[src/rtl/u_slot_alloc_if.sv]
// u_slot_alloc_if: request/release/status bundle for the u_slot_alloc slot allocator.
// The requester side uses the master modport; the allocator uses the slave modport.
interface u_slot_alloc_if #(
  parameter int W = 8
);
  localparam int IW = $clog2(W);

  logic          i_alloc_vld;
  logic          o_alloc_rdy;
  logic [IW-1:0] o_alloc_idx;
  logic          i_free_vld;
  logic [IW-1:0] i_free_idx;
  logic          i_flush;
  logic [W-1:0]  o_busy;
  logic [IW:0]   o_count;
  logic          o_full;
  logic          o_empty;
  logic          o_err;

  modport master (
    output i_alloc_vld,
    output i_free_vld,
    output i_free_idx,
    output i_flush,
    input  o_alloc_rdy,
    input  o_alloc_idx,
    input  o_busy,
    input  o_count,
    input  o_full,
    input  o_empty,
    input  o_err
  );

  modport slave (
    input  i_alloc_vld,
    input  i_free_vld,
    input  i_free_idx,
    input  i_flush,
    output o_alloc_rdy,
    output o_alloc_idx,
    output o_busy,
    output o_count,
    output o_full,
    output o_empty,
    output o_err
  );
endinterface

[src/rtl/u_slot_alloc.sv]
// u_slot_alloc: grants the first free slot of a W-entry occupancy bitmap and releases slots on free.
// Define U_SLOT_ALLOC_BYPASS_EN to let a full allocator hand a same-cycle freed slot straight to the requester.
module u_slot_alloc #(
  parameter int W   = 8,
  parameter int LSB = 1
) (
  input logic           clk,
  input logic           arst_n,
  u_slot_alloc_if.slave bus
);
  localparam int            IW       = $clog2(W);
  localparam logic [IW-1:0] IDX_RST  = (LSB != 0) ? IW'(0) : IW'(W - 1);
  localparam logic [IW:0]   CNT_FULL = (IW + 1)'(W);
  localparam logic [IW:0]   CNT_ONE  = (IW + 1)'(1);

  // One-hot decode; indices at or beyond W decode to all zeros.
  function automatic logic [W-1:0] slot_mask(input logic [IW-1:0] idx);
    logic [W-1:0] m;
    m = {W{1'b0}};
    for (int i = 0; i < W; i++) begin
      m[i] = (idx == IW'(i));
    end
    return m;
  endfunction

  logic [W-1:0]  busy_r;
  logic [IW:0]   count_r;
  logic          err_r;

  logic [IW-1:0] search_idx_s;
  logic [IW-1:0] grant_idx_s;
  logic          full_s;
  logic          empty_s;
  logic          free_legal_s;
  logic          bypass_s;
  logic          rdy_s;
  logic          accept_s;
  logic          reuse_s;
  logic [W-1:0]  set_s;
  logic [W-1:0]  clr_s;
  logic [W-1:0]  busy_nxt_s;
  logic [IW:0]   count_nxt_s;

  // Priority search: later loop iterations win, so scan order picks lowest or highest free slot.
  always_comb begin
    search_idx_s = IDX_RST;
    for (int i = 0; i < W; i++) begin
      if (LSB != 0) begin
        search_idx_s = busy_r[W-1-i] ? search_idx_s : IW'(W - 1 - i);
      end else begin
        search_idx_s = busy_r[i] ? search_idx_s : IW'(i);
      end
    end
  end

  // Handshake, bypass decision and next-state occupancy/count.
  always_comb begin
    full_s       = (count_r == CNT_FULL);
    empty_s      = (count_r == {(IW + 1){1'b0}});
    free_legal_s = bus.i_free_vld & (|(slot_mask(bus.i_free_idx) & busy_r));
`ifdef U_SLOT_ALLOC_BYPASS_EN
    bypass_s     = full_s & free_legal_s;
`else
    bypass_s     = 1'b0;
`endif
    rdy_s        = ~bus.i_flush & (~full_s | bypass_s);
    grant_idx_s  = bypass_s ? bus.i_free_idx : search_idx_s;
    accept_s     = bus.i_alloc_vld & rdy_s;
    // A bypassed grant hands the freed slot straight back, so occupancy is untouched.
    reuse_s      = accept_s & bypass_s;
    set_s        = (accept_s & ~reuse_s) ? slot_mask(grant_idx_s) : {W{1'b0}};
    clr_s        = (free_legal_s & ~reuse_s) ? slot_mask(bus.i_free_idx) : {W{1'b0}};
    busy_nxt_s   = (busy_r & ~clr_s) | set_s;
    case ({accept_s & ~reuse_s, free_legal_s & ~reuse_s})
      2'b10:   count_nxt_s = count_r + CNT_ONE;
      2'b01:   count_nxt_s = count_r - CNT_ONE;
      default: count_nxt_s = count_r;
    endcase
  end

  // Occupancy, count and sticky error state; flush outranks alloc and free.
  always_ff @(posedge clk or negedge arst_n) begin
    if (!arst_n) begin
      busy_r  <= {W{1'b0}};
      count_r <= {(IW + 1){1'b0}};
      err_r   <= 1'b0;
    end else if (bus.i_flush) begin
      busy_r  <= {W{1'b0}};
      count_r <= {(IW + 1){1'b0}};
      err_r   <= 1'b0;
    end else begin
      busy_r  <= busy_nxt_s;
      count_r <= count_nxt_s;
      err_r   <= err_r | (bus.i_free_vld & ~free_legal_s);
    end
  end

  assign bus.o_busy      = busy_r;
  assign bus.o_count     = count_r;
  assign bus.o_err       = err_r;
  assign bus.o_full      = full_s;
  assign bus.o_empty     = empty_s;
  assign bus.o_alloc_rdy = rdy_s;
  assign bus.o_alloc_idx = grant_idx_s;
endmodule

[src/flat_wrapper.sv]
// flat-port wrapper written by rule: the top's interface ports become plain ports
module u_slot_alloc_flat 
#(
  parameter int W   = 8,
  parameter int LSB = 1
)
  (clk, arst_n, bus_i_alloc_vld, bus_i_free_vld, bus_i_free_idx, bus_i_flush, bus_o_alloc_rdy, bus_o_alloc_idx, bus_o_busy, bus_o_count, bus_o_full, bus_o_empty, bus_o_err);
  u_slot_alloc_if #(.W(W)) bus_i ();
  input logic clk;
  input logic arst_n;
  input wire logic [$bits(bus_i.i_alloc_vld)-1:0] bus_i_alloc_vld;
  input wire logic [$bits(bus_i.i_free_vld)-1:0] bus_i_free_vld;
  input wire logic [$bits(bus_i.i_free_idx)-1:0] bus_i_free_idx;
  input wire logic [$bits(bus_i.i_flush)-1:0] bus_i_flush;
  output wire logic [$bits(bus_i.o_alloc_rdy)-1:0] bus_o_alloc_rdy;
  output wire logic [$bits(bus_i.o_alloc_idx)-1:0] bus_o_alloc_idx;
  output wire logic [$bits(bus_i.o_busy)-1:0] bus_o_busy;
  output wire logic [$bits(bus_i.o_count)-1:0] bus_o_count;
  output wire logic [$bits(bus_i.o_full)-1:0] bus_o_full;
  output wire logic [$bits(bus_i.o_empty)-1:0] bus_o_empty;
  output wire logic [$bits(bus_i.o_err)-1:0] bus_o_err;
  assign bus_i.i_alloc_vld = bus_i_alloc_vld;
  assign bus_i.i_free_vld = bus_i_free_vld;
  assign bus_i.i_free_idx = bus_i_free_idx;
  assign bus_i.i_flush = bus_i_flush;
  assign bus_o_alloc_rdy = bus_i.o_alloc_rdy;
  assign bus_o_alloc_idx = bus_i.o_alloc_idx;
  assign bus_o_busy = bus_i.o_busy;
  assign bus_o_count = bus_i.o_count;
  assign bus_o_full = bus_i.o_full;
  assign bus_o_empty = bus_i.o_empty;
  assign bus_o_err = bus_i.o_err;
  u_slot_alloc #(.W(W), .LSB(LSB)) u_core (.clk(clk), .arst_n(arst_n), .bus(bus_i));
endmodule
[config.mk]
export PLATFORM = sky130hd
export DESIGN_NAME = u_slot_alloc_flat
export DESIGN_NICKNAME = d
export VERILOG_FILES = /design/src/rtl/u_slot_alloc_if.sv /design/src/rtl/u_slot_alloc.sv /design/src/flat_wrapper.sv
export SDC_FILE = /design/constraint.sdc
export NUM_CORES = 1
export LEC_CHECK = 0
export BUFFER_PORTS_ARGS = -buffer_cell sky130_fd_sc_hd__buf_2
export CAP_MARGIN = 20
export CORE_MARGIN = 3
export CORE_UTILIZATION = 40
export CTS_CLUSTER_DIAMETER = 200
export DETAILED_ROUTE_END_ITERATION = 10
export PLACE_DENSITY = 0.67
export SETUP_SLACK_MARGIN = 0.15
export SLEW_MARGIN = 15
export SYNTH_ARGS = -nofsm -noshare
export SYNTH_HDL_FRONTEND = slang
export SYNTH_SLANG_ARGS = --single-unit
[constraint.sdc]
create_clock -name clk -period 3.75 [get_ports clk]
set_clock_uncertainty 0.05 [all_clocks]
set_input_delay 0.1875 -clock clk [delete_from_list [all_inputs] [get_ports clk]]
set_output_delay 0.1875 -clock clk [all_outputs]
set_load 0.03 [all_outputs]
# Word level (Yosys, flattened, before mapping)
# Index checks and enable logic that the tools add are counted.
[word_totals]
register_bits = 13
in_bits = 8
output_inout_bits = 19
elab_cells = 53
[classes]
addsub = 2
eq_ne = 17
muxes = 14
bitwise = 12
reduce_logical = 5
[ops]
columns = ["op", "count"]
rows = [
  ["$eq 3x3->1 const B", 8],
  ["$mux 3", 8],
  ["$mux 8", 3],
  ["$and 8x8->8", 2],
  ["$eq 3x2->1 const B", 4],
  ["$not 8->8", 1],
  ["$or 8x8->8", 1],
  ["$pmux 4 s2", 1],
  ["$reduce_or 8->1", 1],
  ["$eq 3x1->1 const B", 2],
  ["$logic_not 3->1", 2],
  ["$add 4x1->4 const B", 1],
  ["$and 1x1->1", 4],
  ["$eq 4x4->1 const B", 1],
  ["$logic_not 4->1", 1],
  ["$mux 4", 1],
  ["$sub 4x1->4 const B", 1],
  ["$not 1->1", 3],
  ["$reduce_bool 3->1", 1],
  ["$eq 2x1->1 const B", 1],
  ["$eq 2x2->1 const B", 1],
  ["$mux 1", 1],
  ["$or 1x1->1", 1],
]

# Depth between registers and ports, before layout
# Gate-level depths: netlist (run 1).
[depth]
ltp_word = 12
ltp_mapped = 12
mapped_depth_nobuf = 10

# Worst setup path after synthesis (run 1)
# OpenSTA, ideal clock, no wires.
[synth_path]
path_kind = "reg-to-reg"
start = "reg u_core.count_r[0] (netlist: u_core.bus.o_count[0])"
end = "reg u_core.count_r[3] (netlist: u_core.bus.o_count[3])"
setup_time_ns = 0.071
arrival_time_ns = 2.740
t_required_ns = 3.629
slack_ns = 0.889
path_stages_with_launch = 10
n_path_buf = 0
period_less_slack_ns = 2.861
cell_sequence = "dfrtp_1 -> nor4b_4 -> nor2_1 -> nor2_1 -> ha_1 -> a21o_1 -> a21oi_1 -> nand2_1 -> o31a_1 -> nand4_1"
[synth_between]
elab_chain_cells = 7
word_cells_on_any_way = 11
cone_classes = "add/sub: 2; eq/ne: 3; mux: 2; bitwise: 3; reduce/logical: 1"
[synth_rtl]
columns = ["element", "line_no", "text"]
rows = [
  ["start, declared", "u_slot_alloc.sv:27", "logic [IW:0] count_r;"],
  ["start signal, assigned", "u_slot_alloc.sv:85", "count_r <= {(IW + 1){1'b0}};"],
  ["start signal, assigned", "u_slot_alloc.sv:89", "count_r <= {(IW + 1){1'b0}};"],
  ["start signal, assigned", "u_slot_alloc.sv:93", "count_r <= count_nxt_s;"],
  ["$eq 4x4->1 (*)", "u_slot_alloc.sv:58", "full_s = (count_r == CNT_FULL);"],
  ["named net bus_o_full", "flat_wrapper.sv:19", "output wire logic [$bits(bus_i.o_full)-1:0] bus_o_full;"],
  ["$not 1->1 (*)", "u_slot_alloc.sv:66", "rdy_s = ~bus.i_flush & (~full_s | bypass_s);"],
  ["$and 1x1->1 (*)", "u_slot_alloc.sv:66", ""],
  ["$and 1x1->1 (*)", "u_slot_alloc.sv:68", "accept_s = bus.i_alloc_vld & rdy_s;"],
  ["$eq 2x1->1 / $eq 2x2->1 (equally long branches)", "u_slot_alloc.sv:74", "case ({accept_s & ~reuse_s, free_legal_s & ~reuse_s})"],
  ["$pmux 4 s2", "u_slot_alloc.sv:74", ""],
  ["$mux 4", "u_slot_alloc.sv:87", "end else if (bus.i_flush) begin"],
]
# The timed path passes the listed nets; every way through them passes the cells marked *.
# A chain may end at the register's enable or synchronous reset.

# Worst setup path in the final report (run 1)
[layout_path]
start = "reg u_core.busy_r[3] (netlist: u_core.bus.o_busy[3])"
end = "reg u_core.count_r[3] (netlist: u_core.bus.o_count[3])"
[layout_between]
elab_chain_cells = 6
word_cells_on_any_way = 8
cone_classes = "eq/ne: 2; mux: 2; bitwise: 2; reduce/logical: 2"
[layout_rtl]
columns = ["element", "line_no", "text"]
rows = [
  ["start, declared", "u_slot_alloc.sv:26", "logic [W-1:0] busy_r;"],
  ["start signal, assigned", "u_slot_alloc.sv:84", "busy_r <= {W{1'b0}};"],
  ["start signal, assigned", "u_slot_alloc.sv:88", "busy_r <= {W{1'b0}};"],
  ["start signal, assigned", "u_slot_alloc.sv:92", "busy_r <= busy_nxt_s;"],
  ["$and 8x8->8 (*)", "u_slot_alloc.sv:60", "free_legal_s = bus.i_free_vld & (|(slot_mask(bus.i_free_idx) & busy_r));"],
  ["$reduce_or 8->1 (*)", "u_slot_alloc.sv:60", ""],
  ["$and 1x1->1 (*)", "u_slot_alloc.sv:60", ""],
  ["$eq 2x1->1 / $eq 2x2->1 (equally long branches)", "u_slot_alloc.sv:74", ""],
  ["$pmux 4 s2", "u_slot_alloc.sv:74", ""],
  ["$mux 4", "u_slot_alloc.sv:87", ""],
]
# Mark *: on every way between the ends. The rest lies on a longest branch, timed or not.

==> impl_results.html, run 1 <==
<table>
<tr><th>Metric</th><th>Value</th></tr>
<tr><th colspan="2">Floorplanning</th></tr>
<tr><td>I/O Pins</td><td>27</td></tr>
<tr><td>Die width</td><td>56.92 um</td></tr>
<tr><td>Number of standard-cell rows in the floorplan</td><td>17</td></tr>
<tr><td>DIE HEIGHT</td><td>56.92 um</td></tr>
<tr><td>Floorplan Core Area</td><td>2340 um2</td></tr>
<tr><td>Initial cell density of the core</td><td>44.33%</td></tr>
<tr><td>Area of the die</td><td>3240 um2</td></tr>
<tr><th colspan="2">Layout</th></tr>
<tr><td>Final Instance Area</td><td>1202 um2</td></tr>
<tr><td>Antenna fix cells</td><td>0</td></tr>
<tr><td>Post-layout util</td><td>51.39%</td></tr>
<tr><td>Share of post-route cells with drive strength above 1</td><td>23.29%</td></tr>
<tr><td>Layout Area Growth over Synthesis</td><td>15.92%</td></tr>
<tr><td>Number of nets in the layout</td><td>158</td></tr>
<tr><th colspan="2">Clock network</th></tr>
<tr><td>Clock latency reported for the late side of the worst-skew pair</td><td>0.27 ns</td></tr>
<tr><td>Clock tree sinks</td><td>13</td></tr>
<tr><td>Post-CTS Setup Inserts</td><td>0</td></tr>
<tr><td>Clock-pin slew on the worst setup and hold paths</td><td>0.08 ns</td></tr>
<tr><td>Bufs on Longest Clock Path</td><td>2</td></tr>
<tr><td>Gates resized, CTS repair</td><td>0</td></tr>
<tr><td>Number of buffers inserted by hold repair at cts</td><td>1</td></tr>
<tr><td>H-tree depth</td><td>1</td></tr>
<tr><td>TritonCTS clock tree</td><td>done</td></tr>
<tr><td>Cell at the root of the clock tree</td><td>clkbuf_4</td></tr>
<tr><td>Number of CTS-inserted buffers</td><td>3</td></tr>
<tr><th colspan="2">Logic synthesis</th></tr>
<tr><td>Count of different cell masters after synthesis</td><td>45</td></tr>
<tr><td>#FFs+latches synth</td><td>13</td></tr>
<tr><td>Number of warnings reported in the yosys synthesis log</td><td>0</td></tr>
<tr><td>Portion of the post-synthesis area used by sequential elements</td><td>31.36%</td></tr>
<tr><td>Post-Syn Area per Cell</td><td>8.644 um2</td></tr>
<tr><td>Area fraction of the dominant cell type after synthesis</td><td>31.36%</td></tr>
<tr><td>Number of nets produced by synthesis</td><td>131</td></tr>
<tr><td>Library cell with the largest summed area after synthesis</td><td>dfrtp_1</td></tr>
<tr><td>Largest cells by area after synthesis</td><td>dfrtp_1 (31%), mux2i_1 (4.8%), nand2_1 (4.3%)</td></tr>
<tr><td>Cell count after synthesis</td><td>120</td></tr>
<tr><td>Synth Cell Area</td><td>1037 um2</td></tr>
<tr><th colspan="2">Place</th></tr>
<tr><td>Input/output buffers</td><td>26</td></tr>
<tr><td>DP Wirelength</td><td>2.026 mm</td></tr>
<tr><td>Final weighted congestion in routability-driven placement</td><td>0.8242</td></tr>
<tr><td>Placed instance area</td><td>1166 um2</td></tr>
<tr><th colspan="2">STA</th></tr>
<tr><td>Final cycle utilization of the critical path</td><td>76.54%</td></tr>
<tr><td>Unrepaired setup endpoints after global routing</td><td>false</td></tr>
<tr><td>Final Max Slew Viols</td><td>0</td></tr>
<tr><td>Number of hold violations in the final report</td><td>0</td></tr>
<tr><td>Post-route setup TNS</td><td>0 ns</td></tr>
<tr><td>Slew @ Worst Pin</td><td>0.5524 ns</td></tr>
<tr><td>Max Clk Rate</td><td>348.4 MHz</td></tr>
<tr><td>Minimum clock period after layout</td><td>2.870 ns</td></tr>
<tr><td>Worst Hold Margin</td><td>0.1127 ns</td></tr>
<tr><td>Slew margin rel.</td><td>63.17%</td></tr>
<tr><td>Setup violators final</td><td>0</td></tr>
<tr><th colspan="2">Global route</th></tr>
<tr><td>Initial antenna violation count</td><td>0</td></tr>
<tr><td>Via count of the first global-routing pass</td><td>994</td></tr>
<tr><td>Total overflow reported by the global router</td><td>0</td></tr>
<tr><td>Wire length of the first global-routing pass</td><td>4.471 mm</td></tr>
<tr><td>Pin count of the biggest net entering global routing</td><td>19</td></tr>
<tr><td>GRT Resource Usage Total</td><td>17.08%</td></tr>
<tr><th colspan="2">Worst setup path</th></tr>
<tr><td>Classification of the worst setup path</td><td>flip-flop to flip-flop</td></tr>
<tr><td>Critical path launch point</td><td>u_core.bus.o_busy[3]</td></tr>
<tr><td>Element type at the critical path start</td><td>flip-flop</td></tr>
<tr><td>Kind of end point of the critical path</td><td>flip-flop</td></tr>
<tr><td>Worst path required time</td><td>3.91 ns</td></tr>
<tr><td>Maximum net fanout on the critical path</td><td>14</td></tr>
<tr><td>Startpoint of the worst-slack reg-to-reg timing path</td><td>u_core.bus.o_busy[3]</td></tr>
<tr><td>Arrival time of the worst setup path</td><td>3.03 ns</td></tr>
<tr><th colspan="2">Pwr</th></tr>
<tr><td>Largest vdd supply drop</td><td>0.1782 mV</td></tr>
<tr><td>Power density cells</td><td>269.3 nW/um2</td></tr>
<tr><td>Post-layout total power</td><td>0.3239 mW</td></tr>
<tr><td>Static Leakage</td><td>0.5728 nW</td></tr>
<tr><th colspan="2">Detailed routing</th></tr>
<tr><td>Via count</td><td>1009</td></tr>
<tr><td>Number of nets with antenna violations after routing</td><td>0</td></tr>
<tr><td>Iteration-0 DRC Markers</td><td>39</td></tr>
<tr><td>DR WL/cell</td><td>15.07 um</td></tr>
<tr><td>Final wirelength</td><td>2.623 mm</td></tr>
<tr><td>Via-per-instance ratio</td><td>5.799</td></tr>
<tr><td>Detailed-routing iteration count for the pre-antenna-repair pass</td><td>4</td></tr>
<tr><td>Final routed DRC violation total</td><td>0</td></tr>
<tr><th colspan="2">Worst hold path</th></tr>
<tr><td>Launch point of the worst hold path</td><td>bus_i_free_idx[1]</td></tr>
<tr><td>Worst hold-check path type</td><td>primary input to flip-flop</td></tr>
<tr><th colspan="2">Status</th></tr>
<tr><td>Status</td><td>completed</td></tr>
<tr><th colspan="2">Run</th></tr>
<tr><td>Max-capacitance violation count</td><td>0</td></tr>
</table>
sequential cells by signal, indices dropped and copies added (netlist names):
register	count
u_core.bus.o_count	4
u_core.bus.o_busy	8
u_core.bus.o_err	1
cells in the mapped netlist, drive strengths merged:
cell / instances
or3: 2
o31a: 1
xnor2: 1
o2111ai: 1
clkbuf: 1
nand2: 12
and3: 3
or2: 2
o211ai: 1
mux2i: 5
o221ai: 1
inv: 5
a21boi: 1
nand3: 5
nor4: 3
nand4: 2
fa: 1
nor2: 13
nor4b: 2
dfrtp: 13
a21o: 2
o31ai: 1
a211oi: 1
buf: 4
o41ai: 1
a311oi: 2
ha: 2
o22ai: 2
nand2b: 4
o32ai: 1
nor2b: 3
a31oi: 2
nor3: 6
o311ai: 2
a21oi: 6
nand3b: 1
a32o: 1
xnor3: 1
o21ai: 3
worst max-delay path, cell delays in order (launching register included):
cell	delay [ns]
dfrtp_1	0.47
mux2i_1	0.23
o22ai_2	0.13
o21ai_2	0.46
nor2_1	0.19
ha_1	0.32
a21o_1	0.18
a21oi_1	0.30
nand2_1	0.09
o31a_1	0.29
nand4_1	0.09
routing by layer:
metal,global-route usage [%],part of all wire (%),vias to the layer above
met5,0,0,-
met4,3.642,1.2,0
met3,3.908,4.0,4
met2,27.57,48,21
met1,23.31,47,477
li1,-,-,507
layout by cell type, fill, tap and decap left out, types with 4 or more instances in the layout:
master and instances:
nor2_1 12, dfrtp_1 13, nand3_1 5, nor3_1 6, a21oi_1 6, nand2_1 12, nand2b_1 4, buf_2 26
inv_1 5, mux2i_1 5
cell families (layout without fill, tap and decap cells):
group	after synthesis	after routing	share of synthesized area, %
AOI/OAI and AO/OA	29	29	21.23
xor gates and xnor gates	2	2	3.016
adders and majority gates	3	3	4.342
buffers and inverters	10	36	5.307
DFF	13	13	31.36
muxes	5	5	4.825
and+or+nand+nor	58	58	29.91
layout make-up:
| type | count | area [um2] |
|---|---|---|
| repair buffers | 27 | 140.1 |
| multi-input cells | 97 | 656.9 |
| fillers | 247 | 1137 |
| well taps | 28 | 35.03 |
| flip-flops and latches | 13 | 325.3 |
| clock buffers | 4 | 26.28 |
| inverters | 5 | 18.77 |
per-stage QoR:
stage	instances	worst slack [ns]
after floorplan	120	0.8888
after global placement	169	1.047
after detailed placement	169	0.9000
after CTS	174	0.8852
after global routing	174	0.6545
final	174	0.8798
power breakdown:
part / switching (mW) / internal [mW] / leakage, nW
Combinational: 0.0533 / 0.0282 / 0.380
Sequential: 0.0102 / 0.145 / 0.178
Clock: 0.0459 / 0.0412 / 0.0150
path summary, 6_finish.rpt:
| check | endpoint | slack (ns) | cells after the start |
|---|---|---|---|
| min in group asynchronous | u_core.bus.o_busy[7] | 0.27 | 2 |
| setup reg to reg | u_core.bus.o_count[3] | 0.88 | 10 |
| setup / recovery | u_core.bus.o_count[3] | 0.88 | 10 |
| max in group asynchronous | u_core.bus.o_count[0] | 3.14 | 2 |
| hold reg to reg | u_core.bus.o_err | 0.46 | 2 |
| hold / removal | u_core.bus.o_busy[3] | 0.11 | 2 |
(Power assumes the default switching activity.)
==> inputs of run 2 (changes only) <==
--- a/config.mk
+++ b/config.mk
@@ -5,6 +5,7 @@
 export SDC_FILE = /design/constraint.sdc
 export NUM_CORES = 1
 export LEC_CHECK = 0
+export ABC_AREA = 1
 export BUFFER_PORTS_ARGS = -buffer_cell sky130_fd_sc_hd__buf_2
 export CAP_MARGIN = 20
 export CORE_MARGIN = 3
==> constraint.sdc (replaced) <==
create_clock -name clk -period 2.73 [get_ports clk]
set_clock_uncertainty 0.05 [all_clocks]
set_input_delay 0.1365 -clock clk [delete_from_list [all_inputs] [get_ports clk]]
set_output_delay 0.1365 -clock clk [all_outputs]
set_load 0.03 [all_outputs]
==> run 2 against run 1 <==
Net effect: critical path depth grew 5; hold slack gained 0.052 ns; critical path type unchanged; synthesized cell count grew 28%; largest power group unchanged; sequential power grew 41%; clock power grew 38%; combinational power grew 61%; total power grew 45%; final cell count grew 20%; largest cell class unchanged; fmax grew 26%; core utilization shrank 2.6 points; synthesized area grew 2.9%.
==> impl_results.html, run 2 <==
<table>
<tr><th>Metric</th><th>Value</th></tr>
<tr><th colspan="2">Floorplanning</th></tr>
<tr><td>Floorplan Core Area</td><td>2500 um2</td></tr>
<tr><td>Area of the die</td><td>3324 um2</td></tr>
<tr><td>Number of standard-cell rows in the floorplan</td><td>18</td></tr>
<tr><td>I/O Pins</td><td>27</td></tr>
<tr><td>Initial cell density of the core</td><td>42.69%</td></tr>
<tr><td>DIE HEIGHT</td><td>57.66 um</td></tr>
<tr><td>Die width</td><td>57.66 um</td></tr>
<tr><th colspan="2">Worst hold path</th></tr>
<tr><td>Worst hold-check path type</td><td>primary input to flip-flop</td></tr>
<tr><td>Launch point of the worst hold path</td><td>bus_i_flush</td></tr>
<tr><th colspan="2">Pwr</th></tr>
<tr><td>Largest vdd supply drop</td><td>0.2938 mV</td></tr>
<tr><td>Power density cells</td><td>385.2 nW/um2</td></tr>
<tr><td>Post-layout total power</td><td>0.4694 mW</td></tr>
<tr><td>Static Leakage</td><td>0.6451 nW</td></tr>
<tr><th colspan="2">Logic synthesis</th></tr>
<tr><td>Library cell with the largest summed area after synthesis</td><td>dfrtp_1</td></tr>
<tr><td>Post-synthesis share of cell area spent on xor and xnor gates</td><td>0.8206%</td></tr>
<tr><td>Commonest cells in the netlist</td><td>nand2_1 (39), nand3_1 (22), inv_1 (17)</td></tr>
<tr><td>Number of warnings reported in the yosys synthesis log</td><td>0</td></tr>
<tr><td>Fraction of the mapped netlist area in simple logic gates</td><td>46.19%</td></tr>
<tr><td>Mux cell area share after synthesis</td><td>0%</td></tr>
<tr><td>Cell count after synthesis</td><td>154</td></tr>
<tr><td>Largest cells by area after synthesis</td><td>dfrtp_1 (30%), nand2_1 (14%), nand3_1 (10%)</td></tr>
<tr><td>Number of synthesized flops with an enable pin</td><td>0</td></tr>
<tr><td>Main combinational cell family by area after synthesis</td><td>simple AND/OR/NAND/NOR gates</td></tr>
<tr><td>Portion of the post-synthesis area used by sequential elements</td><td>30.48%</td></tr>
<tr><td>Area fraction of the dominant cell type after synthesis</td><td>30.48%</td></tr>
<tr><td>#FFs+latches synth</td><td>13</td></tr>
<tr><td>Number of nets produced by synthesis</td><td>165</td></tr>
<tr><td>Count leader, synth</td><td>nand2_1</td></tr>
<tr><td>Post-Syn Area per Cell</td><td>6.930 um2</td></tr>
<tr><td>Top FF cell, synth</td><td>dfrtp_1</td></tr>
<tr><td>Synth Area in Compound Gates</td><td>5.627%</td></tr>
<tr><td>Synth Cell Area</td><td>1067 um2</td></tr>
<tr><td>Count of different cell masters after synthesis</td><td>22</td></tr>
<tr><td>Share of flip-flops with an asynchronous set or reset</td><td>100.0%</td></tr>
<tr><td>Post-Synth Adder-Cell Area</td><td>4.220%</td></tr>
<tr><th colspan="2">STA</th></tr>
<tr><td>Minimum clock period after layout</td><td>2.280 ns</td></tr>
<tr><td>Worst Hold Margin</td><td>0.1643 ns</td></tr>
<tr><td>Unrepaired setup endpoints after global routing</td><td>false</td></tr>
<tr><td>Final Max Slew Viols</td><td>0</td></tr>
<tr><td>Setup WS post-layout</td><td>0.4497 ns</td></tr>
<tr><td>Setup violators final</td><td>0</td></tr>
<tr><td>Post-route setup TNS</td><td>0 ns</td></tr>
<tr><td>Final cycle utilization of the critical path</td><td>83.53%</td></tr>
<tr><td>Slew margin rel.</td><td>79.47%</td></tr>
<tr><td>Slew @ Worst Pin</td><td>0.3079 ns</td></tr>
<tr><td>Max Clk Rate</td><td>438.5 MHz</td></tr>
<tr><td>Number of hold violations in the final report</td><td>0</td></tr>
<tr><th colspan="2">Layout</th></tr>
<tr><td>Final Instance Area</td><td>1219 um2</td></tr>
<tr><td>Fin cells</td><td>209</td></tr>
<tr><td>Layout Area Growth over Synthesis</td><td>14.19%</td></tr>
<tr><td>Number of fill cells</td><td>252</td></tr>
<tr><td>Share of post-route cells with drive strength above 1</td><td>23.46%</td></tr>
<tr><td>Footprint of the flip-flops and latches</td><td>325.3 um2</td></tr>
<tr><td>Highest-count cells in the layout ignoring fill and taps</td><td>nand2_1 (39), buf_2 (26), nand3_1 (22), inv_1 (17), dfrtp_1 (13)</td></tr>
<tr><td>Number of nets in the layout</td><td>191</td></tr>
<tr><td>Antenna fix cells</td><td>0</td></tr>
<tr><td>Number of flip-flops under the largest register name</td><td>8</td></tr>
<tr><td>Total area of multi-input combinational cells</td><td>606.8 um2</td></tr>
<tr><td>Post-layout util</td><td>48.75%</td></tr>
<tr><td>Most common cell after layout, fill and taps aside</td><td>nand2_1</td></tr>
<tr><th colspan="2">Worst setup path</th></tr>
<tr><td>Cell with the most instances on the worst path</td><td>nand2_1</td></tr>
<tr><td>Largest stage delay, worst path</td><td>0.44 ns</td></tr>
<tr><td>Cell-by-cell trace of the critical path</td><td>nand4_1, nand2_1, nor2_2, nand2_2, nand3_4, inv_1, ha_1, a21oi_1, nand3_1, nand2_1, inv_1, nand4_1, nand2_1, nand2_1, nand2_1</td></tr>
<tr><td>Classification of the worst setup path</td><td>flip-flop to flip-flop</td></tr>
<tr><td>Startpoint of the worst-slack reg-to-reg timing path</td><td>u_core.bus.o_busy[6]</td></tr>
<tr><td>Kind of end point of the critical path</td><td>flip-flop</td></tr>
<tr><td>Cell type of the slowest stage on the worst timing path</td><td>dfrtp_1</td></tr>
<tr><td>Maximum net fanout on the critical path</td><td>11</td></tr>
<tr><td>Critical path launch point</td><td>u_core.bus.o_busy[6]</td></tr>
<tr><td>Element type at the critical path start</td><td>flip-flop</td></tr>
<tr><td>Worst path required time</td><td>2.86 ns</td></tr>
<tr><td>Arrival time of the worst setup path</td><td>2.41 ns</td></tr>
<tr><th colspan="2">Detailed routing</th></tr>
<tr><td>Number of nets with antenna violations after routing</td><td>0</td></tr>
<tr><td>Iteration-0 DRC Markers</td><td>54</td></tr>
<tr><td>Detailed-routing iteration count for the pre-antenna-repair pass</td><td>4</td></tr>
<tr><td>Via count</td><td>1151</td></tr>
<tr><td>Final wirelength</td><td>2.782 mm</td></tr>
<tr><td>Via-per-instance ratio</td><td>5.507</td></tr>
<tr><td>Final routed DRC violation total</td><td>0</td></tr>
<tr><td>DR WL/cell</td><td>13.31 um</td></tr>
<tr><th colspan="2">Clock network</th></tr>
<tr><td>Clock tree sinks</td><td>13</td></tr>
<tr><td>TritonCTS clock tree</td><td>done</td></tr>
<tr><td>Clock-pin slew on the worst setup and hold paths</td><td>0.09 ns</td></tr>
<tr><td>Post-CTS Setup Inserts</td><td>0</td></tr>
<tr><td>Cell at the root of the clock tree</td><td>clkbuf_4</td></tr>
<tr><td>H-tree depth</td><td>1</td></tr>
<tr><td>Bufs on Longest Clock Path</td><td>2</td></tr>
<tr><td>Clock latency reported for the late side of the worst-skew pair</td><td>0.28 ns</td></tr>
<tr><td>Number of CTS-inserted buffers</td><td>3</td></tr>
<tr><th colspan="2">Place</th></tr>
<tr><td>Pre-CTS WS</td><td>0.4671 ns</td></tr>
<tr><td>Number of placed cells counting well taps</td><td>204</td></tr>
<tr><td>Final weighted congestion in routability-driven placement</td><td>0.9195</td></tr>
<tr><td>Input/output buffers</td><td>26</td></tr>
<tr><td>Placed instance area</td><td>1182 um2</td></tr>
<tr><td>DP Wirelength</td><td>2.158 mm</td></tr>
<tr><th colspan="2">Global route</th></tr>
<tr><td>Initial antenna violation count</td><td>0</td></tr>
<tr><td>Wire length of the first global-routing pass</td><td>4.740 mm</td></tr>
<tr><td>Pin count of the biggest net entering global routing</td><td>16</td></tr>
<tr><td>GRT Resource Usage Total</td><td>18.29%</td></tr>
<tr><td>Via count of the first global-routing pass</td><td>1003</td></tr>
<tr><td>Total overflow reported by the global router</td><td>0</td></tr>
<tr><th colspan="2">Status</th></tr>
<tr><td>Status</td><td>completed</td></tr>
<tr><th colspan="2">Run</th></tr>
<tr><td>Max-capacitance violation count</td><td>0</td></tr>
</table>
## run 2: cell count changes after synthesis, sizes merged, moves of 3 or more
cell / change
a21oi: +5
and3: -3
inv: +15
mux2i: -5
nand2: +29
nand2b: -4
nand3: +20
nand4: +10
nor2b: -3
## run 2: logic make-up after synthesis
kind of cell / count (synthesis)
AOI/OAI and AO/OA: 12
buffers and inverters: 26
and+or+nand+nor: 99
xor gates and xnor gates: 1
DFF: 13
adders and majority gates: 3
## run 2: routing by layer
metal / track usage, % / wire length [um]
met3: 2.673 / 189
met5: 0 / 0
met4: 7.616 / 37
met2: 27.26 / 1304
met1: 26.43 / 1250
## run 2: where the power goes
part	internal, mW	total (mW)	leakage, nW	switching, mW
Sequential	0.202	0.218	0.177	0.0167
Clock	0.0566	0.120	0.0150	0.0637
Combinational	0.0388	0.131	0.453	0.0921
## run 2: timing repair
action | 4_1_cts | 5_1_grt
hold endpoints to repair | 13 | 0
setup endpoints to repair | 0 | 0
hold buffers | 1 | 0
gates resized for setup | 0 | 0
## run 2: final timing paths
| kind | to | slack, ns | depth (start not counted) |
|---|---|---|---|
| setup / recovery | u_core.bus.o_count[3] | 0.45 | 15 |
| hold / removal | u_core.bus.o_err | 0.16 | 2 |
| min in group asynchronous | u_core.bus.o_busy[6] | 0.23 | 2 |
| max in group asynchronous | u_core.bus.o_busy[1] | 2.15 | 2 |
| hold reg to reg | u_core.bus.o_err | 0.47 | 2 |
| setup reg to reg | u_core.bus.o_count[3] | 0.45 | 15 |
## run 2: area by class of cell
cell class,count,share of cell area [%]
inverter,20,6.776
sequential,13,26.69
multi-input combinational,115,49.79
timing repair buffer,27,11.50
tap,30,3.080
clock buffer,4,2.156
## run 2: worst max-delay path, delay by kind of cell (launching register included)
family                   cells  cell delay (ns)
AO/OA/AOI/OAI                1             0.20
adder cells (fa/ha/maj)      1             0.33
buffers and inverters        2             0.14
flip-flops                   1             0.44
AND/OR/NAND/NOR             11             1.03
==> inputs of run 3 (changes only) <==
--- a/config.mk
+++ b/config.mk
@@ -5,7 +5,7 @@
 export SDC_FILE = /design/constraint.sdc
 export NUM_CORES = 1
 export LEC_CHECK = 0
-export ABC_AREA = 1
+export ABC_AREA = 0
 export BUFFER_PORTS_ARGS = -buffer_cell sky130_fd_sc_hd__buf_2
 export CAP_MARGIN = 20
 export CORE_MARGIN = 3
==> constraint.sdc (replaced) <==
create_clock -name clk -period 2.35 [get_ports clk]
set_clock_uncertainty 0.05 [all_clocks]
set_input_delay 0.1175 -clock clk [delete_from_list [all_inputs] [get_ports clk]]
set_output_delay 0.1175 -clock clk [all_outputs]
set_load 0.03 [all_outputs]
==> run 3 against run 2 <==
Net effect: largest power group unchanged; via count decreased by 6.4%; core utilization is 9.8 points higher; final cell count is 9.1% lower; worst setup slack worse by 0.30 ns; combinational power is 21% higher; critical path depth down 5; sequential cell count stayed put; register-to-register slack worse by 0.30 ns; total power increased by 15%; clock-buffer cell count stayed put.
==> impl_results.html, run 3 (synthesis results as in run 1) <==
<table>
<tr><th>Metric</th><th>Value</th></tr>
<tr><th colspan="2">Clock network</th></tr>
<tr><td>Clock tree sinks</td><td>13</td></tr>
<tr><td>Cell at the root of the clock tree</td><td>clkbuf_4</td></tr>
<tr><td>Bufs on Longest Clock Path</td><td>2</td></tr>
<tr><td>Clock latency reported for the late side of the worst-skew pair</td><td>0.29 ns</td></tr>
<tr><td>Clock-pin slew on the worst setup and hold paths</td><td>0.08 ns</td></tr>
<tr><td>H-tree depth</td><td>1</td></tr>
<tr><td>Number of CTS-inserted buffers</td><td>3</td></tr>
<tr><td>TritonCTS clock tree</td><td>done</td></tr>
<tr><th colspan="2">Floorplanning</th></tr>
<tr><td>Number of standard-cell rows in the floorplan</td><td>17</td></tr>
<tr><td>Area of the die</td><td>3240 um2</td></tr>
<tr><td>Initial cell density of the core</td><td>44.33%</td></tr>
<tr><td>DIE HEIGHT</td><td>56.92 um</td></tr>
<tr><td>I/O Pins</td><td>27</td></tr>
<tr><td>Die width</td><td>56.92 um</td></tr>
<tr><td>Floorplan Core Area</td><td>2340 um2</td></tr>
<tr><th colspan="2">Detailed routing</th></tr>
<tr><td>Final routed DRC violation total</td><td>0</td></tr>
<tr><td>Final wirelength</td><td>2.780 mm</td></tr>
<tr><td>Number of nets with antenna violations after routing</td><td>0</td></tr>
<tr><td>Via-per-instance ratio</td><td>5.668</td></tr>
<tr><td>Via count</td><td>1077</td></tr>
<tr><td>Detailed-routing iteration count for the pre-antenna-repair pass</td><td>4</td></tr>
<tr><td>Iteration-0 DRC Markers</td><td>35</td></tr>
<tr><td>DR WL/cell</td><td>14.63 um</td></tr>
<tr><th colspan="2">STA</th></tr>
<tr><td>Final cycle utilization of the critical path</td><td>93.77%</td></tr>
<tr><td>Max Clk Rate</td><td>453.8 MHz</td></tr>
<tr><td>Final Max Slew Viols</td><td>0</td></tr>
<tr><td>Slew @ Worst Pin</td><td>0.4469 ns</td></tr>
<tr><td>Unrepaired setup endpoints after global routing</td><td>true</td></tr>
<tr><td>Slew margin rel.</td><td>70.21%</td></tr>
<tr><td>Number of hold violations in the final report</td><td>0</td></tr>
<tr><td>Post-route setup TNS</td><td>0 ns</td></tr>
<tr><td>Minimum clock period after layout</td><td>2.204 ns</td></tr>
<tr><td>Setup violators final</td><td>0</td></tr>
<tr><th colspan="2">Worst setup path</th></tr>
<tr><td>Element type at the critical path start</td><td>flip-flop</td></tr>
<tr><td>Worst path required time</td><td>2.46 ns</td></tr>
<tr><td>Cell type of the slowest stage on the worst timing path</td><td>dfrtp_2</td></tr>
<tr><td>Maximum net fanout on the critical path</td><td>5</td></tr>
<tr><td>Largest stage delay, worst path</td><td>0.43 ns</td></tr>
<tr><td>Cell-by-cell trace of the critical path</td><td>mux2i_1, o22ai_2, o21ai_2, nor2_4, ha_1, a21o_1, a21oi_4, and3_1, a311oi_2, nand4_1</td></tr>
<tr><td>Classification of the worst setup path</td><td>flip-flop to flip-flop</td></tr>
<tr><td>Cell class contributing the biggest share of worst-path delay</td><td>compound AO/OA/AOI/OAI gates</td></tr>
<tr><td>Kind of end point of the critical path</td><td>flip-flop</td></tr>
<tr><td>Arrival time of the worst setup path</td><td>2.31 ns</td></tr>
<tr><td>Sum of buffers and inverters on the critical path</td><td>0</td></tr>
<tr><th colspan="2">Global route</th></tr>
<tr><td>Met2 Usage GRT</td><td>28.06%</td></tr>
<tr><td>Global-route track usage on met1</td><td>24.89%</td></tr>
<tr><td>Initial antenna violation count</td><td>0</td></tr>
<tr><td>Via count of the first global-routing pass</td><td>988</td></tr>
<tr><td>GRT Resource Usage Total</td><td>17.84%</td></tr>
<tr><td>Met3 usage in global routing</td><td>4.828%</td></tr>
<tr><td>Total overflow reported by the global router</td><td>0</td></tr>
<tr><td>Wire length of the first global-routing pass</td><td>4.581 mm</td></tr>
<tr><td>Busiest grt layer</td><td>met2</td></tr>
<tr><td>Pin count of the biggest net entering global routing</td><td>18</td></tr>
<tr><th colspan="2">Layout</th></tr>
<tr><td>Fin cells</td><td>190</td></tr>
<tr><td>Layout Area Growth over Synthesis</td><td>31.97%</td></tr>
<tr><td>Number of flip-flops under the largest register name</td><td>8</td></tr>
<tr><td>Footprint of the flip-flops and latches</td><td>335.3 um2</td></tr>
<tr><td>Total area of multi-input combinational cells</td><td>693.2 um2</td></tr>
<tr><td>Most common cell after layout, fill and taps aside</td><td>buf_2</td></tr>
<tr><td>Share of post-route cells with drive strength above 1</td><td>38.89%</td></tr>
<tr><td>Number of fill cells</td><td>227</td></tr>
<tr><td>Highest-count cells in the layout ignoring fill and taps</td><td>buf_2 (26), buf_4 (16), nand2_1 (12), nor2_1 (10), dfrtp_2 (8)</td></tr>
<tr><td>Number of nets in the layout</td><td>174</td></tr>
<tr><td>Antenna fix cells</td><td>0</td></tr>
<tr><td>Final Instance Area</td><td>1369 um2</td></tr>
<tr><th colspan="2">Worst hold path</th></tr>
<tr><td>Worst hold-check path type</td><td>primary input to flip-flop</td></tr>
<tr><th colspan="2">Place</th></tr>
<tr><td>Number of placed cells counting well taps</td><td>178</td></tr>
<tr><td>Final weighted congestion in routability-driven placement</td><td>0.7638</td></tr>
<tr><td>Input/output buffers</td><td>26</td></tr>
<tr><td>DP Wirelength</td><td>2.016 mm</td></tr>
<tr><td>Placed instance area</td><td>1262 um2</td></tr>
<tr><th colspan="2">Run</th></tr>
<tr><td>Max-capacitance violation count</td><td>0</td></tr>
<tr><th colspan="2">Pwr</th></tr>
<tr><td>Largest vdd supply drop</td><td>0.2242 mV</td></tr>
<tr><td>Static Leakage</td><td>0.6406 nW</td></tr>
<tr><td>Post-layout total power</td><td>0.5400 mW</td></tr>
<tr><td>Power density cells</td><td>394.5 nW/um2</td></tr>
<tr><th colspan="2">Status</th></tr>
<tr><td>Status</td><td>completed</td></tr>
</table>
-- run 3: changes by cell type in the layout (fill, tap and decap cells not counted), moves of 4 or more --
cell,before,now
nand2_1,39,12
nand3_1,22,5
buf_4,0,16
inv_1,17,5
nand4_1,12,2
dfrtp_1,13,5
dfrtp_2,0,8
a21oi_1,11,5
mux2i_1,0,4
nand2b_1,0,4
nor2_2,5,1
-- run 3: power breakdown --
group | switching (mW) | total, mW | internal, mW
logic | 0.0998 | 0.158 | 0.0577
registers | 0.00643 | 0.239 | 0.232
clock network | 0.0776 | 0.144 | 0.0660
total | 0.184 | 0.540 | 0.356
-- run 3: timing repair --
item	CTS	global route
pin swaps	2	3
setup buffers	3	4
setup endpoints to repair	1	2
hold buffers	1	0
endpoints found under the hold margin	13	0
gates resized for setup	2	1
-- run 3: area by class of cell --
class | instances | area share (%)
flip-flops and latches | 13 | 24.50
repair buffers | 43 | 19.01
well taps | 28 | 2.559
clock buffers | 4 | 1.920
inverters | 5 | 1.371
multi-input cells | 97 | 50.64
-- run 3: through the flow --
stage	hold WS, ns	worst slack (ns)	utilization, %
2_1_floorplan	-0.2281	-0.06864	-
3_3_place_gp	-0.01728	0.1753	53.96
3_5_place_dp	-0.02330	0.09780	53.96
4_1_cts	0.04875	0.1616	56.95
5_1_grt	0.05806	-0.01009	58.50
6_report	0.05330	0.1463	58.50
-- run 3: final timing paths --
check | endpoint | slack [ns] | cells after the start | startpoint
max in group asynchronous | u_core.bus.o_count[0] | 1.80 | 2 | arst_n
setup reg to reg | u_core.bus.o_count[3] | 0.15 | 10 | u_core.bus.o_busy[4]
hold / removal | u_core.bus.o_busy[3] | 0.05 | 2 | bus_i_free_idx[1]
min in group asynchronous | u_core.bus.o_busy[6] | 0.19 | 2 | arst_n
hold reg to reg | u_core.bus.o_err | 0.45 | 2 | u_core.bus.o_err
setup / recovery | u_core.bus.o_count[3] | 0.15 | 10 | u_core.bus.o_busy[4]
-- run 3: per-layer routing --
metal / up-vias / routed length, um
li1: 531 / -
met1: 517 / 1287
met2: 25 / 1330
met3: 4 / 133
met4: 0 / 29
met5: - / 0
